`src/rtl/vga_scan_gen.sv`:
```
// rtl/vga_scan_gen.sv - parametrised VGA scan generator with fetch-latency compensation
// Optional colour-bar test pattern: define VGA_TESTPAT_EN to add the tp_sel input.
module vga_scan_gen #(
  parameter int H_ACTIVE  = 640,
  parameter int H_FP      = 16,
  parameter int H_SYNC    = 96,
  parameter int H_BP      = 48,
  parameter int V_ACTIVE  = 480,
  parameter int V_FP      = 10,
  parameter int V_SYNC    = 2,
  parameter int V_BP      = 33,
  parameter int CLK_DIV   = 2,
  parameter int COLOR_W   = 1,
  parameter int FETCH_LAT = 2,
  parameter bit HS_POL    = 1'b0,
  parameter bit VS_POL    = 1'b0,
  localparam int H_TOTAL  = H_ACTIVE + H_FP + H_SYNC + H_BP,
  localparam int V_TOTAL  = V_ACTIVE + V_FP + V_SYNC + V_BP,
  localparam int HW       = $clog2(H_TOTAL),
  localparam int VW       = $clog2(V_TOTAL)
) (
  input  logic                   clk,
  input  logic                   rst,
  input  logic                   enable,
  input  logic                   clear,
`ifdef VGA_TESTPAT_EN
  input  logic                   tp_sel,
`endif
  input  logic [3*COLOR_W-1:0]   pix_rgb,
  output logic [HW-1:0]          hcnt,
  output logic [VW-1:0]          vcnt,
  output logic                   pix_tick,
  output logic                   pix_req,
  output logic                   frame_start,
  output logic [7:0]             frame_cnt,
  output logic                   vga_HS,
  output logic                   vga_VS,
  output logic [COLOR_W-1:0]     vga_R,
  output logic [COLOR_W-1:0]     vga_G,
  output logic [COLOR_W-1:0]     vga_B
);

  localparam int DW = (CLK_DIV > 1) ? $clog2(CLK_DIV) : 1;
  localparam logic [DW-1:0] DIV_LAST = DW'(CLK_DIV - 1);
  localparam logic [HW-1:0] H_LAST   = HW'(H_TOTAL - 1);
  localparam logic [VW-1:0] V_LAST   = VW'(V_TOTAL - 1);
  localparam logic [HW-1:0] H_ACT    = HW'(H_ACTIVE);
  localparam logic [VW-1:0] V_ACT    = VW'(V_ACTIVE);
  localparam logic [HW-1:0] HS_BEG   = HW'(H_ACTIVE + H_FP);
  localparam logic [HW-1:0] HS_END   = HW'(H_ACTIVE + H_FP + H_SYNC - 1);
  localparam logic [VW-1:0] VS_BEG   = VW'(V_ACTIVE + V_FP);
  localparam logic [VW-1:0] VS_END   = VW'(V_ACTIVE + V_FP + V_SYNC - 1);

`ifdef VGA_TESTPAT_EN
  localparam logic [HW-1:0] H_BAR    = HW'(H_ACTIVE / 8);
  typedef struct packed {logic act; logic hs; logic vs; logic [2:0] bar;} flags_t;
`else
  typedef struct packed {logic act; logic hs; logic vs;} flags_t;
`endif

  logic [DW-1:0]        div_cnt;
  logic [HW-1:0]        h_nxt;
  logic [VW-1:0]        v_nxt;
  logic                 wrap;
  flags_t               flags_cur;
  flags_t               flags_out;
  logic [3*COLOR_W-1:0] src_rgb;
  logic [3*COLOR_W-1:0] rgb_q;

  always_comb begin
    h_nxt = hcnt;
    v_nxt = vcnt;
    wrap  = 1'b0;
    if (pix_tick) begin
      if (hcnt == H_LAST) begin
        h_nxt = '0;
        if (vcnt == V_LAST) begin
          v_nxt = '0;
          wrap  = 1'b1;
        end else begin
          v_nxt = vcnt + VW'(1);
        end
      end else begin
        h_nxt = hcnt + HW'(1);
      end
    end
  end

  always_comb begin
    flags_cur     = '0;
    flags_cur.act = (hcnt < H_ACT) && (vcnt < V_ACT);
    flags_cur.hs  = (hcnt >= HS_BEG) && (hcnt <= HS_END);
    flags_cur.vs  = (vcnt >= VS_BEG) && (vcnt <= VS_END);
`ifdef VGA_TESTPAT_EN
    flags_cur.bar = 3'(hcnt / H_BAR);
`endif
  end

  // Flags trail the counters by FETCH_LAT ticks so they meet the matching pix_rgb.
  generate
    if (FETCH_LAT == 0) begin : g_no_dly
      assign flags_out = flags_cur;
    end else begin : g_dly
      flags_t dly [FETCH_LAT];
      always_ff @(posedge clk) begin
        if (rst || !enable) begin
          for (int i = 0; i < FETCH_LAT; i++) dly[i] <= '0;
        end else if (pix_tick) begin
          dly[0] <= flags_cur;
          for (int i = 1; i < FETCH_LAT; i++) dly[i] <= dly[i-1];
        end
      end
      assign flags_out = dly[FETCH_LAT-1];
    end
  endgenerate

`ifdef VGA_TESTPAT_EN
  assign src_rgb = tp_sel ? {{COLOR_W{flags_out.bar[2]}}, {COLOR_W{flags_out.bar[1]}},
                             {COLOR_W{flags_out.bar[0]}}} : pix_rgb;
`else
  assign src_rgb = pix_rgb;
`endif

  always_ff @(posedge clk) begin
    if (rst) begin
      div_cnt     <= '0;
      pix_tick    <= 1'b0;
      hcnt        <= '0;
      vcnt        <= '0;
      pix_req     <= 1'b0;
      frame_start <= 1'b0;
      frame_cnt   <= '0;
      vga_HS      <= ~HS_POL;
      vga_VS      <= ~VS_POL;
      rgb_q       <= '0;
    end else if (!enable) begin
      div_cnt     <= '0;
      pix_tick    <= 1'b0;
      hcnt        <= '0;
      vcnt        <= '0;
      pix_req     <= 1'b0;
      frame_start <= 1'b0;
      vga_HS      <= ~HS_POL;
      vga_VS      <= ~VS_POL;
      rgb_q       <= '0;
    end else begin
      pix_tick    <= (div_cnt == DIV_LAST);
      div_cnt     <= (div_cnt == DIV_LAST) ? '0 : div_cnt + DW'(1);
      hcnt        <= h_nxt;
      vcnt        <= v_nxt;
      pix_req     <= (h_nxt < H_ACT) && (v_nxt < V_ACT);
      frame_start <= wrap;
      if (wrap) frame_cnt <= frame_cnt + 8'd1;
      if (pix_tick) begin
        vga_HS <= flags_out.hs ? HS_POL : ~HS_POL;
        vga_VS <= flags_out.vs ? VS_POL : ~VS_POL;
        rgb_q  <= (flags_out.act && !clear) ? src_rgb : '0;
      end
    end
  end

  assign vga_R = rgb_q[3*COLOR_W-1 -: COLOR_W];
  assign vga_G = rgb_q[2*COLOR_W-1 -: COLOR_W];
  assign vga_B = rgb_q[COLOR_W-1:0];

endmodule

```
`config.mk`:
```
export PLATFORM = sky130hd
export DESIGN_NAME = vga_scan_gen
export DESIGN_NICKNAME = d
export VERILOG_FILES = /design/src/rtl/vga_scan_gen.sv
export SDC_FILE = /design/constraint.sdc
export NUM_CORES = 1
export LEC_CHECK = 0
export ABC_AREA = 1
export ABC_CLOCK_PERIOD_IN_PS = 3340
export CAP_MARGIN = 20
export CELL_PAD_IN_SITES_DETAIL_PLACEMENT = 1
export CELL_PAD_IN_SITES_GLOBAL_PLACEMENT = 1
export CORE_ASPECT_RATIO = 1.75
export CORE_MARGIN = 3
export CORE_UTILIZATION = 40
export DETAILED_ROUTE_END_ITERATION = 16
export GPL_ROUTABILITY_DRIVEN = 1
export GPL_TIMING_DRIVEN = 0
export PLACE_DENSITY_LB_ADDON = 0.1
export SETUP_SLACK_MARGIN = 0.4
export SLEW_MARGIN = 20
export SYNTH_ARGS = -nofsm -noshare
export SYNTH_HDL_FRONTEND = slang
export SYNTH_SLANG_ARGS = --single-unit
```
`constraint.sdc`:
```
create_clock -name clk -period 3.34 [get_ports clk]
set_input_delay 0.668 -clock clk [delete_from_list [all_inputs] [get_ports clk]]
set_output_delay 0.668 -clock clk [all_outputs]
set_load 0.05 [all_outputs]
```
# Word-level counts from Yosys, hierarchy flattened
# Memories as Yosys holds them, arrays and structs flattened.
# Index checks and enable logic that the tools add are counted.
[op_classes]
n_addsub = 4
n_lt_le_gt_ge = 8
eq_ne = 2
n_mux = 18
bitwise_logic = 3
reduce_logical = 11
[op_table]
columns = ["cell", "count"]
rows = [
  ["$mux 10", 5],
  ["$add 10x1->10 const B", 2],
  ["$eq 10x10->1 const B", 2],
  ["$lt 10x10->1 const B", 2],
  ["$lt 10x9->1 const B", 2],
  ["$ge 10x10->1 const B", 1],
  ["$ge 10x9->1 const B", 1],
  ["$le 10x10->1 const B", 1],
  ["$le 10x9->1 const B", 1],
  ["$mux 1", 10],
  ["$mux 3", 3],
  ["$add 8x1->8 const B", 1],
  ["$logic_and 1x1->1", 5],
  ["$reduce_or 3->1", 1],
  ["$logic_not 1->1", 2],
  ["$or 1x1->1", 2],
  ["$reduce_and 2->1", 1],
  ["$reduce_or 2->1", 1],
  ["$add 1x1->1 const B", 1],
  ["$logic_or 1x1->1", 1],
  ["$not 1->1", 1],
]
[word_totals]
reg_bits = 37
ram_bits = 6
inputBits = 7
out_inout_bits = 36
word_cells = 57
memories = 1
[memory_table]
columns = ["memory", "depth", "width", "read_ports", "rd_clocked_by_memory_dff", "write_ports", "line", "source"]
rows = [
  ["g_dly.dly", 2, 3, 2, 0, 2, "104", "flags_t dly [FETCH_LAT];"],
]

# Logic depth before layout (Yosys ltp)
[logic_depth]
depth_word = 6
depth_mapped = 12
ltp_nobuf = 12

# Worst setup path after synthesis
# OpenSTA, ideal clock, no wires.
[synth_timing]
path_type = "reg-to-reg"
from = "reg hcnt[1]"
to = "reg vcnt[4]"
setup_time_ps = 119
arrival_ps = 1844
t_required_ps = 3221
path_slack_ps = 1377
stages_incl_launch_ff = 11
n_path_buf = 0
period_less_slack_ps = 1963
cell_sequence = "dfxtp_1 > ha_1 > nand2_1 > nor2_4 > nand3_4 > nor2_4 > nand2_2 > nor2_2 > nand2_1 > nor2_1 > nor3b_2"
[synth_between]
elab_chain_len = 3
[synth_rtl]
columns = ["item", "line", "source"]
rows = [
  ["start: declaration", "30", "output logic [HW-1:0] hcnt,"],
  ["start signal: assignment", "149", "hcnt <= h_nxt;"],
  ["$eq 10x10->1", "75", "if (hcnt == H_LAST) begin"],
  ["$mux 10", "75", ""],
  ["$mux 10", "74", "if (pix_tick) begin"],
  ["end signal: assignment", "150", "vcnt <= v_nxt;"],
  ["end: declaration", "31", "output logic [VW-1:0] vcnt,"],
]
# Every way passes these cells.
# A chain may end at the register's enable or synchronous reset.

==> results.py <==
metrics = {
    "run_status": {
        "outcome": "finished, final reports clean",
    },
    "global_routing": {
        "met3_usage": 0.0323,
        "gr-total-overflow": 0,
        "grt_pass1_vias": 2331,
        "use_met1": 0.210,
        "grt_pass1_wl_microns": 11000,
        "busiest_layer": "met2",
        "grt_max_degree": 14,
        "grtUsageMet2": 0.411,
        "track_usage": 0.211,
        "antenna_found_initial": 0,
    },
    "placed_design": {
        "numPortBuffers": 41,
        "dpl-instance-area_sq_um": 2730,
        "hpwlAfterDp_microns": 5080,
        "post-place-cells": 425,
        "gp_congestion": 0.846,
    },
    "detailed_routing": {
        "post-route-drc-count": 0,
        "dr.pass1.iters": 4,
        "avgRoutedWirePerCell_microns": 14.8,
        "ant_nets": 0,
        "avgViaCountPerCell": 5.04,
        "dr.first_iter.drc_count": 59,
        "wl_microns": 6400,
        "route.vias.total": 2181,
    },
    "timing": {
        "setup_violations": 0,
        "hold_viol_final": 0,
        "fin_skew_ps": 7.61,
        "timing.final.crit_period_ps": 2340,
        "rsz0062_at_grt": "false",
        "slew_headroom": 0.667,
        "fmax_mhz": 428,
        "slew_violations": 0,
        "min_period_over_period": 0.699,
        "tns_ps": 0,
        "hold_ws_ps": 409,
        "tightestPinTransition_ps": 499,
    },
    "worst_setup_path": {
        "cp-start-kind": "primary input",
        "crit_required_ps": 3400,
        "critPathCaptureType": "flop",
        "reg2reg_setup_slack_ps": 1430,
        "critPathKind": "in2reg",
        "critPathArrivalTime_ps": 2400,
        "critPathMaxFanout": 10,
    },
    "finish": {
        "nets": 370,
        "fin_area_sq_um": 2860,
        "n_antenna_cell": 0,
        "finalNonFillerCells": 433,
        "syn_to_final_growth_pct": 28.3,
        "final_layout_size_suffix_gt1_frac": 0.0864,
    },
    "power": {
        "powerDensity_nw_per_um2": 354,
        "p_leak_nw": 1.08,
        "pwr-share-clk": 0.443,
        "p_comb_frac": 0.032,
        "p_seq_frac": 0.524,
        "intPower_uw": 808,
        "swShare": 0.202,
        "irDropWorstVdd_v": 0.000214,
        "power.net_switching_uw": 205,
    },
    "floorplan": {
        "die_w_microns": 62.5,
        "initial_core_util": 0.418,
        "die_area_sq_um": 6540,
        "die_h_microns": 105,
        "ios": 43,
        "num_rows": 35,
        "core_region_area_sq_um": 5340,
    },
    "flow_run": {
        "maxCapViolCount": 0,
    },
    "clock_tree": {
        "cts-root-buf": "clkbuf_8",
        "cts_buffers": 5,
        "post_cts_buffers": 0,
        "ctsHtreeMaxLevel": 2,
        "cts_tree": "done",
        "cts.sinks": 43,
        "hold_buffers": 0,
        "clock_path_buffers": 2,
        "clk_pin_slew_ps": 80,
        "clock_latency_ps": 300,
        "cts_resized": 0,
    },
    "logic_synthesis": {
        "syn_area_sq_um": 2230,
        "synth_nets": 322,
        "ys_seq_area_frac": 0.413,
        "yosys_warnings": 0,
        "ys_ff_latch": 43,
        "syn_inst": 310,
        "syn_avg_cell_area_sq_um": 7.20,
        "ys_types": 28,
    },
    "min_path": {
        "hp-class": "reg2reg",
    },
}
-- worst paths after layout --
kind / start / endpoint / cells after the start
max reg2reg: hcnt[1]$_SDFFE_PP0P_ / pix_req$_SDFF_PP0_ / 9
max: enable / g_dly.dly[0][1]$_SDFFCE_PN0P_ / 7
min: g_dly.dly[0][3]$_SDFFCE_PN0P_ / vga_VS$_SDFFE_PP1P_ / 1
min reg2reg: g_dly.dly[0][3]$_SDFFCE_PN0P_ / vga_VS$_SDFFE_PP1P_ / 1
-- cells in the final DEF, fill, tap and decap left out --
| master | netlist | routed |
|---|---|---|
| a2111oi_2 | 1 | 1 |
| a21oi_1 | 14 | 14 |
| a311oi_1 | 1 | 1 |
| and3_2 | 1 | 1 |
| buf_2 | 2 | 2 |
| bufinv_16 | 0 | 1 |
| clkbuf_1 | 2 | 3 |
| clkbuf_16 | 0 | 1 |
| clkbuf_8 | 0 | 5 |
| clkdlybuf4s50_1 | 0 | 41 |
| dfxtp_1 | 37 | 37 |
| edfxtp_1 | 6 | 6 |
| ha_1 | 5 | 5 |
| inv_1 | 40 | 40 |
| inv_2 | 5 | 5 |
| nand2_1 | 63 | 63 |
| nand2_2 | 4 | 4 |
| nand3_1 | 25 | 25 |
| nand3_2 | 1 | 1 |
| nand3_4 | 1 | 1 |
| nand4_1 | 9 | 9 |
| nor2_1 | 51 | 51 |
| nor2_2 | 3 | 3 |
| nor2_4 | 5 | 5 |
| nor3_1 | 9 | 9 |
| nor3b_1 | 3 | 3 |
| nor3b_2 | 1 | 1 |
| nor4_1 | 1 | 1 |
| o21ai_0 | 10 | 10 |
| o21bai_1 | 1 | 1 |
| xnor2_1 | 1 | 1 |
| xor2_1 | 8 | 8 |
-- critical path, cell delays in order --
cell and delay (ps):
clkdlybuf4s50_1 520, inv_1 70, nor2_2 170, inv_1 190, nor2_2 290, inv_2 170, nor4_1 320
-- flip-flops by register name, summed over array words and instances, names as in the netlist, 3 cells and up --
register	cells
hcnt	10
vcnt	10
frame_cnt	8
g_dly.dly	6
rgb_q	3
-- cells in the mapped netlist --
| cell type | number | area share |
|---|---|---|
| xor2_1 | 8 | 0.031 |
| nand2_2 | 4 | 0.011 |
| clkbuf_1 | 2 | 0.0034 |
| nand3_2 | 1 | 0.0045 |
| nand2_1 | 63 | 0.11 |
| inv_2 | 5 | 0.0084 |
| buf_2 | 2 | 0.0045 |
| o21ai_0 | 10 | 0.022 |
| nor2_2 | 3 | 0.0084 |
| xnor2_1 | 1 | 0.0039 |
| nor3_1 | 9 | 0.020 |
| dfxtp_1 | 37 | 0.33 |
| a311oi_1 | 1 | 0.0039 |
| nand4_1 | 9 | 0.025 |
| and3_2 | 1 | 0.0034 |
| o21bai_1 | 1 | 0.0034 |
| inv_1 | 40 | 0.067 |
| nor4_1 | 1 | 0.0028 |
| edfxtp_1 | 6 | 0.081 |
| a21oi_1 | 14 | 0.031 |
| nor3b_1 | 3 | 0.010 |
| nor2_4 | 5 | 0.025 |
| nor3b_2 | 1 | 0.0056 |
| nand3_4 | 1 | 0.0079 |
| nor2_1 | 51 | 0.086 |
| a2111oi_2 | 1 | 0.0067 |
| ha_1 | 5 | 0.028 |
| nand3_1 | 25 | 0.056 |
-- power groups by stage --
stage	registers, mW	logic (mW)	clock network, mW
2_1_floorplan	0.547	0.0137	0
3_3_place_gp	0.543	0.0324	0
3_5_place_dp	0.543	0.0335	0
4_1_cts	0.531	0.0336	0.459
5_1_grt	0.532	0.0361	0.478
6_report	0.531	0.0329	0.449
-- per-stage QoR --
stage / worst slack [ps] / power [mW] / utilization
after floorplan: 1380 / 0.561 / -
after global placement: 737 / 0.575 / 0.512
after detailed placement: 713 / 0.577 / 0.512
after CTS: 993 / 1.02 / 0.536
after global routing: 924 / 1.05 / 0.536
final: 1000 / 1.01 / 0.536
-- final cells by class --
cell class	count	area [sq um]
Buffer	4	17.5
Timing Repair Buffer	41	410
Clock inverter	1	30.0
Multi-Input combinational cell	218	1120
Sequential cell	43	921
Clock buffer	7	97.6
Fill cell	702	2480
Tap cell	74	92.6
Inverter	45	169
-- layer usage --
metal / part of all wire / up-vias / wire [microns]
met5: 0 / - / 0
met4: 0.033 / 0 / 214
met3: 0.027 / 14 / 171
met2: 0.57 / 52 / 3660
met1: 0.37 / 1033 / 2350
li1: - / 1082 / -
-- kinds of logic (layout without fill, tap and decap cells) --
kind of cell / Yosys count / in the layout / share of synthesized area
AND/OR/NAND/NOR: 177 / 177 / 0.372
XOR/XNOR: 9 / 9 / 0.0353
AO/OA/AOI/OAI: 27 / 27 / 0.0679
flip-flops: 43 / 43 / 0.413
buffers and inverters: 49 / 98 / 0.0836
adder cells (fa/ha/maj): 5 / 5 / 0.0280
Note: power is estimated with default switching activity, not from simulation.
